### src/rtl/seg7_pkg.sv
`default_nettype none
// ============================================================================
// Module      : seg7_pkg
// Description : Shared types, segment encodings and helpers for the
//               multiplexed seven-segment display driver.
// Revision    : 1.0 - initial release
// ============================================================================
package seg7_pkg;

    // Converter FSM states, explicit 2-bit encoding
    typedef enum logic [1:0] {
        IDLE   = 2'd0,
        SHIFT  = 2'd1,
        COMMIT = 2'd2
    } state_t;

    // Active-low segment patterns, bit order {a,b,c,d,e,f,g}
    localparam logic [6:0] SEG_0     = 7'b0000001;
    localparam logic [6:0] SEG_1     = 7'b1001111;
    localparam logic [6:0] SEG_2     = 7'b0010010;
    localparam logic [6:0] SEG_3     = 7'b0000110;
    localparam logic [6:0] SEG_4     = 7'b1001100;
    localparam logic [6:0] SEG_5     = 7'b0100100;
    localparam logic [6:0] SEG_6     = 7'b0100000;
    localparam logic [6:0] SEG_7     = 7'b0001111;
    localparam logic [6:0] SEG_8     = 7'b0000000;
    localparam logic [6:0] SEG_9     = 7'b0000100;
    localparam logic [6:0] SEG_BLANK = 7'b1111111;
    localparam logic [6:0] SEG_DASH  = 7'b1111110;

    // 10^n, used at elaboration time for the overflow threshold
    function automatic logic [63:0] pow10(input int n);
        logic [63:0] r;
        r = 64'd1;
        for (int i = 0; i < n; i++) begin
            r = r * 64'd10;
        end
        return r;
    endfunction

    // BCD nibble to segments; codes above 9 cannot come from the converter
    // and fall back to the zero glyph
    function automatic logic [6:0] seg_decode(input logic [3:0] nib);
        logic [6:0] s;
        case (nib)
            4'd0:    s = SEG_0;
            4'd1:    s = SEG_1;
            4'd2:    s = SEG_2;
            4'd3:    s = SEG_3;
            4'd4:    s = SEG_4;
            4'd5:    s = SEG_5;
            4'd6:    s = SEG_6;
            4'd7:    s = SEG_7;
            4'd8:    s = SEG_8;
            4'd9:    s = SEG_9;
            default: s = SEG_0;
        endcase
        return s;
    endfunction

endpackage
`default_nettype wire

### src/rtl/seg7_scan_driver_bin2bcd_seq.sv
`default_nettype none
// ============================================================================
// Module      : bin2bcd_seq
// Description : Iterative double-dabble binary-to-BCD converter. One bit per
//               cycle; DATA_W shift cycles then a single COMMIT cycle.
// Revision    : 1.0 - initial release
// ============================================================================
module bin2bcd_seq
    import seg7_pkg::*;
#(
    parameter int DATA_W     = 16,
    parameter int NUM_DIGITS = 4
) (
    input  logic                      clk_100mhz,
    input  logic                      reset,
    input  logic                      i_start,
    input  logic [DATA_W-1:0]         i_bin,
    output state_t                    o_state,
    output logic                      o_done,
    output logic [NUM_DIGITS*4-1:0]   o_bcd
);

    localparam int                c_bcd_w    = NUM_DIGITS * 4;
    localparam int                c_cnt_w    = $clog2(DATA_W);
    localparam logic [c_cnt_w-1:0] c_cnt_last = c_cnt_w'(DATA_W - 1);

    state_t               r_state;
    logic [c_cnt_w-1:0]   r_cnt;
    logic [DATA_W-1:0]    r_bin;
    logic [c_bcd_w-1:0]   r_bcd;
    logic [c_bcd_w-1:0]   w_bcd_adj;

    // Add-3 correction on every nibble that would exceed 9 after doubling
    always_comb begin
        w_bcd_adj = r_bcd;
        for (int i = 0; i < NUM_DIGITS; i++) begin
            if (r_bcd[i*4 +: 4] >= 4'd5) begin
                w_bcd_adj[i*4 +: 4] = r_bcd[i*4 +: 4] + 4'd3;
            end
        end
    end

    // Converter FSM: bits shifted out of the top nibble are dropped; the
    // caller flags that case separately as overflow
    always_ff @(posedge clk_100mhz or posedge reset) begin
        if (reset) begin
            r_state <= IDLE;
            r_cnt   <= '0;
            r_bin   <= '0;
            r_bcd   <= '0;
        end else begin
            case (r_state)
                IDLE: begin
                    if (i_start) begin
                        r_bin   <= i_bin;
                        r_bcd   <= '0;
                        r_cnt   <= '0;
                        r_state <= SHIFT;
                    end
                end
                SHIFT: begin
                    r_bcd <= {w_bcd_adj[c_bcd_w-2:0], r_bin[DATA_W-1]};
                    r_bin <= {r_bin[DATA_W-2:0], 1'b0};
                    if (r_cnt == c_cnt_last) begin
                        r_state <= COMMIT;
                    end else begin
                        r_cnt <= r_cnt + 1'b1;
                    end
                end
                COMMIT: begin
                    r_state <= IDLE;
                end
                default: begin
                    r_state <= IDLE;
                end
            endcase
        end
    end

    assign o_state = r_state;
    assign o_done  = (r_state == COMMIT);
    assign o_bcd   = r_bcd;

endmodule
`default_nettype wire

### src/rtl/seg7_scan_driver.sv
`default_nettype none
// ============================================================================
// Module      : seg7_scan_driver
// Description : Multiplexed common-anode seven-segment driver with valid/ready
//               load, sequential BCD conversion, leading-zero blanking,
//               overflow dashes and a freeze input.
// Revision    : 1.0 - initial release
// ============================================================================
module seg7_scan_driver
    import seg7_pkg::*;
#(
    parameter int NUM_DIGITS    = 4,
    parameter int DATA_W        = 16,
    parameter int REFRESH_DIV   = 262144,
    parameter int BLANK_LEADING = 1
) (
    input  logic                  clk_100mhz,
    input  logic                  reset,
    input  logic                  load_valid,
    input  logic [DATA_W-1:0]     load_data,
    output logic                  load_ready,
    input  logic                  hold,
    output logic                  busy,
    output logic                  overflow,
    output logic [NUM_DIGITS-1:0] anode_n,
    output logic [6:0]            seg_n
);

    localparam int                    c_ref_w     = $clog2(REFRESH_DIV);
    localparam int                    c_idx_w     = (NUM_DIGITS > 1) ? $clog2(NUM_DIGITS) : 1;
    localparam logic [c_ref_w-1:0]    c_ref_last  = c_ref_w'(REFRESH_DIV - 1);
    localparam logic [c_idx_w-1:0]    c_idx_last  = c_idx_w'(NUM_DIGITS - 1);
    localparam logic [63:0]           c_ovf_limit = pow10(NUM_DIGITS);
    localparam logic [NUM_DIGITS-1:0] c_anode_one = NUM_DIGITS'(1);

    state_t                          w_state;
    logic                            w_done;
    logic [NUM_DIGITS*4-1:0]         w_bcd;
    logic                            w_accept;
    logic                            r_ovf_next;
    logic [NUM_DIGITS-1:0][3:0]      r_display;
    logic [c_ref_w-1:0]              r_refresh;
    logic [c_idx_w-1:0]              r_digit_idx;
    logic                            w_zero_run;
    logic [NUM_DIGITS-1:0]           w_blank_mask;
    logic [6:0]                      w_seg_next;

    bin2bcd_seq #(
        .DATA_W     (DATA_W),
        .NUM_DIGITS (NUM_DIGITS)
    ) u_bin2bcd (
        .clk_100mhz (clk_100mhz),
        .reset      (reset),
        .i_start    (w_accept),
        .i_bin      (load_data),
        .o_state    (w_state),
        .o_done     (w_done),
        .o_bcd      (w_bcd)
    );

    // Ready only when the converter is idle and the display is not frozen;
    // forced low while reset is held
    assign load_ready = !reset && (w_state == IDLE) && !hold;
    assign w_accept   = load_valid && load_ready;
    assign busy       = (w_state != IDLE);

    // Capture overflow at acceptance, publish result and flag together at COMMIT
    always_ff @(posedge clk_100mhz or posedge reset) begin
        if (reset) begin
            r_ovf_next <= 1'b0;
            r_display  <= '0;
            overflow   <= 1'b0;
        end else begin
            if (w_accept) begin
                r_ovf_next <= (64'(load_data) >= c_ovf_limit);
            end
            if (w_done) begin
                r_display <= w_bcd;
                overflow  <= r_ovf_next;
            end
        end
    end

    // Leading-zero mask: a digit is blankable when it and every digit above are 0
    always_comb begin
        w_zero_run   = 1'b1;
        w_blank_mask = '0;
        for (int i = NUM_DIGITS - 1; i >= 1; i--) begin
            w_zero_run      = w_zero_run && (r_display[i] == 4'd0);
            w_blank_mask[i] = w_zero_run;
        end
    end

    // Segment pattern for the digit currently selected by the scanner
    always_comb begin
        if (overflow) begin
            w_seg_next = SEG_DASH;
        end else if ((BLANK_LEADING != 0) && w_blank_mask[r_digit_idx]) begin
            w_seg_next = SEG_BLANK;
        end else begin
            w_seg_next = seg_decode(r_display[r_digit_idx]);
        end
    end

    // Refresh counter, MSD-first digit scan and registered pin drivers
    always_ff @(posedge clk_100mhz or posedge reset) begin
        if (reset) begin
            r_refresh   <= '0;
            r_digit_idx <= c_idx_last;
            anode_n     <= '1;
            seg_n       <= SEG_BLANK;
        end else begin
            anode_n <= ~(c_anode_one << r_digit_idx);
            seg_n   <= w_seg_next;
            if (r_refresh == c_ref_last) begin
                r_refresh   <= '0;
                r_digit_idx <= (r_digit_idx == '0) ? c_idx_last : r_digit_idx - 1'b1;
            end else begin
                r_refresh <= r_refresh + 1'b1;
            end
        end
    end

endmodule
`default_nettype wire

### config.mk
export PLATFORM = sky130hd
export DESIGN_NAME = seg7_scan_driver
export DESIGN_NICKNAME = d
export VERILOG_FILES = /design/src/rtl/seg7_pkg.sv /design/src/rtl/seg7_scan_driver_bin2bcd_seq.sv /design/src/rtl/seg7_scan_driver.sv
export SDC_FILE = /design/constraint.sdc
export NUM_CORES = 1
export LEC_CHECK = 0
export BUFFER_PORTS_ARGS = -buffer_cell sky130_fd_sc_hd__buf_2
export CORE_MARGIN = 2
export CORE_UTILIZATION = 31
export DETAILED_ROUTE_END_ITERATION = 6
export GPL_ROUTABILITY_DRIVEN = 0
export GPL_TIMING_DRIVEN = 0
export PLACE_DENSITY_LB_ADDON = 0.2
export SKIP_CTS_REPAIR_TIMING = 1
export SLEW_MARGIN = 20
export SYNTH_ARGS = -nofsm -noshare
export SYNTH_HDL_FRONTEND = slang
export SYNTH_HIERARCHICAL = 1
export SYNTH_SLANG_ARGS = --single-unit
### constraint.sdc
create_clock -name clk_100mhz -period 1.9 [get_ports clk_100mhz]
set_clock_uncertainty 0.05 [all_clocks]
set_input_delay 0.38 -clock clk_100mhz [delete_from_list [all_inputs] [get_ports clk_100mhz]]
set_output_delay 0.38 -clock clk_100mhz [all_outputs]
set_load 0.01 [all_outputs]
==> out/metrics.yaml <==
arrival_ns: 2.19
drive_above_1_share_pct: 29.5
ff2ff_path_depth: 6
end_kind: "register"
synthTopCellsByArea: "dfrtp_1 42%, dfstp_2 7.8%, ha_1 5.1%"
postSynthCellCount: 408
post_drt_via_cell_ratio: 5.01
ir_worst_vdd_mv: 0.668
wl_um: 9200
rrSetupSlack_ns: -0.08
die-area_um2: 15200
syn_area_um2: 4410
start_kind: "register"
fin_area_um2: 5300
multi_input_area_um2: 1970
areaGrowthSynthToFinish_pct: 20.2
ant_nets: 0
fin_cells: 645
maxCapViolCount: 0
synth_top_area_share_pct: 42.0
path_clk_slew_ns: 0.07
outcome: "finished with violations"
num_vias: 3229
yosysTopAreaCell: "dfrtp_1"
wire_per_inst_um: 14.3
root_buffer: "clkbuf_16"
tightest_slew_ns: 0.532
crit_fanout: 7
drc: 0
grt_pass1_vias: 3128
grt-ovfl-total: 0
hold_class: "in -> async"
setup_violations: 6
syn_area_per_cell_um2: 10.8
violations: "negative setup slack"
rows: 43
fmax_mhz: 504
synth_fa_ha_area_share_pct: 5.11
finalHoldViolations: 0
htree_levels: 3
first_pass_iters: 4
ys_types: 57
r2r-end: "seg_n[6]"
finalCritPeriodShare_pct: 104
critPathRequiredTime_ns: 2.11
synthMuxAreaShare_pct: 7.50
place_area_um2: 4840
slew_headroom_pct: 64.5
setup_tns_ns: -0.318
synth_common_cells: "74 x dfrtp_1, 50 x nand2_1, 34 x inv_1"
power.total_uw: 7970
power.leakage_uw: 0.00236
path_class: "reg -> reg"
finalWorstPathRequiredPeriod_ns: 1.98
yosysMostFrequentCell: "dfrtp_1"
ys.flop_type: "dfrtp_1"
cts_tree: "yes"
hpwl_um: 6570
dpl.cell_count: 623
fillerInstances: 1386
slew_violations: 0
antenna_found_initial: 0
synth-simple-area-share_pct: 13.7
cts_buffers: 9
dr.first_iter.drc_count: 173
io_buffers: 33
syn_nets: 446
r2r-start: "r_digit_idx[0]"
antenna_cells: 0
die_h_um: 123
yosysWarnings: 6
clk_path_buf_depth: 2
synth-compound-area-share_pct: 14.3
yosysSeqAreaShare_pct: 49.8
synth_async_sr_flop_share_pct: 100
regArea_um2: 2200
core-area_um2: 13900
grt_first_pass_wirelength_um: 15300
layout_setup_ws_ns: -0.0846
grt_start_max_net_pins: 28
synth_seq_cells: 87
power_density_nw_per_um2: 1500
clkLatencyLatePin_ns: 0.35
grt_usage_pct: 13.2
dieWidth_um: 123
synthXorXnorAreaFrac_pct: 2.98
clock_sinks: 87
initial_core_util_pct: 31.7
nets: 498
rsz0062_at_grt: "true"
synth_top_family_by_area: "compound AO/OA/AOI/OAI gates"
ioPinCount: 34
synth_edf_count: 0
[area by class of cell]
class	instances	area share, %
Inverter	34	2.50
Multi-Input combinational cell	267	37.2
Sequential cell	87	41.5
Clock buffer	11	4.77
Buffer	20	3.47
Timing Repair Buffer	41	4.84
Tap cell	180	4.25
Clock inverter	5	1.51
[kinds of logic after synthesis]
kind of cell,count (synthesis)
XOR/XNOR,15
flip-flops,87
AO/OA/AOI/OAI,83
adder cells (fa/ha/maj),18
buffers and inverters,54
AND/OR/NAND/NOR,126
multiplexers,25
[critical path: stages (launching register included)]
cell and delay [ns]:
dfstp_2 0.55, buf_6 0.14, mux4_2 0.59, ha_4 0.19
and2b_2 0.21, a21oi_2 0.10, o21ai_1 0.07
[power breakdown]
part           switching, uW  internal (uW)  total, uW  leakage [uW]
registers                469           2490       2960       0.00108
logic                   1660           1400       3060       0.00112
clock network            724           1220       1940      0.000158
[flip-flops by register name, indices dropped and copies added, names as in the netlist, 2 cells and up]
name	count
seg_n	7
r_refresh	18
anode_n	4
u_bin2bcd/o_state	2
u_bin2bcd/r_cnt	4
r_display	16
u_bin2bcd/r_bin	16
r_digit_idx	2
u_bin2bcd/o_bcd	16
[layer usage]
metal | vias to the layer above | routed length [um] | GRT usage, %
li1 | 1559 | - | -
met1 | 1575 | 4300 | 16.9
met2 | 82 | 4230 | 20.2
met3 | 13 | 497 | 4.80
met4 | 0 | 175 | 5.47
met5 | - | 0 | 0
[cells in the final DEF (no fill, tap or decap), drive strengths merged, types with 5 or more instances in the layout]
master	netlist	routed
dfrtp	74	74
xnor2	7	7
o21ai	10	10
clkbuf	2	14
o31ai	6	6
mux2	18	18
nand3	9	9
buf	18	57
dfstp	13	13
inv	34	34
o2111ai	8	8
ha	18	18
nand2	51	51
nor4	7	7
nor2	32	32
nor2b	6	6
a31oi	16	16
a32o	5	5
xor2	8	8
a21oi	8	8
[metrics by stage]
step | hold WS (ns) | utilization (%) | setup WS (ns)
finish | 0.0519 | 38.2 | -0.0846
global route | 0.0962 | 38.2 | -0.154
CTS | -0.0467 | 37.2 | -0.319
detailed placement | 0.331 | 34.8 | -0.282
global placement | 0.390 | 34.6 | -0.391
floorplan | 0.375 | - | 0.00673
[worst max-delay path by stage]
stage / from / to / slack (ns) / cells after the start
after global placement: reset / r_refresh[6] / -0.39 / 2
after floorplan: r_digit_idx[0] / seg_n[3] / 0.007 / 6
after detailed placement: u_bin2bcd/o_state[1] / r_display[15] / -0.28 / 5
after global routing: r_digit_idx[0] / seg_n[2] / -0.15 / 6
after CTS: u_bin2bcd/o_state[1] / r_display[15] / -0.32 / 5
final: r_digit_idx[0] / seg_n[6] / -0.08 / 6
No activity file was read; power rests on OpenSTA's default activity.
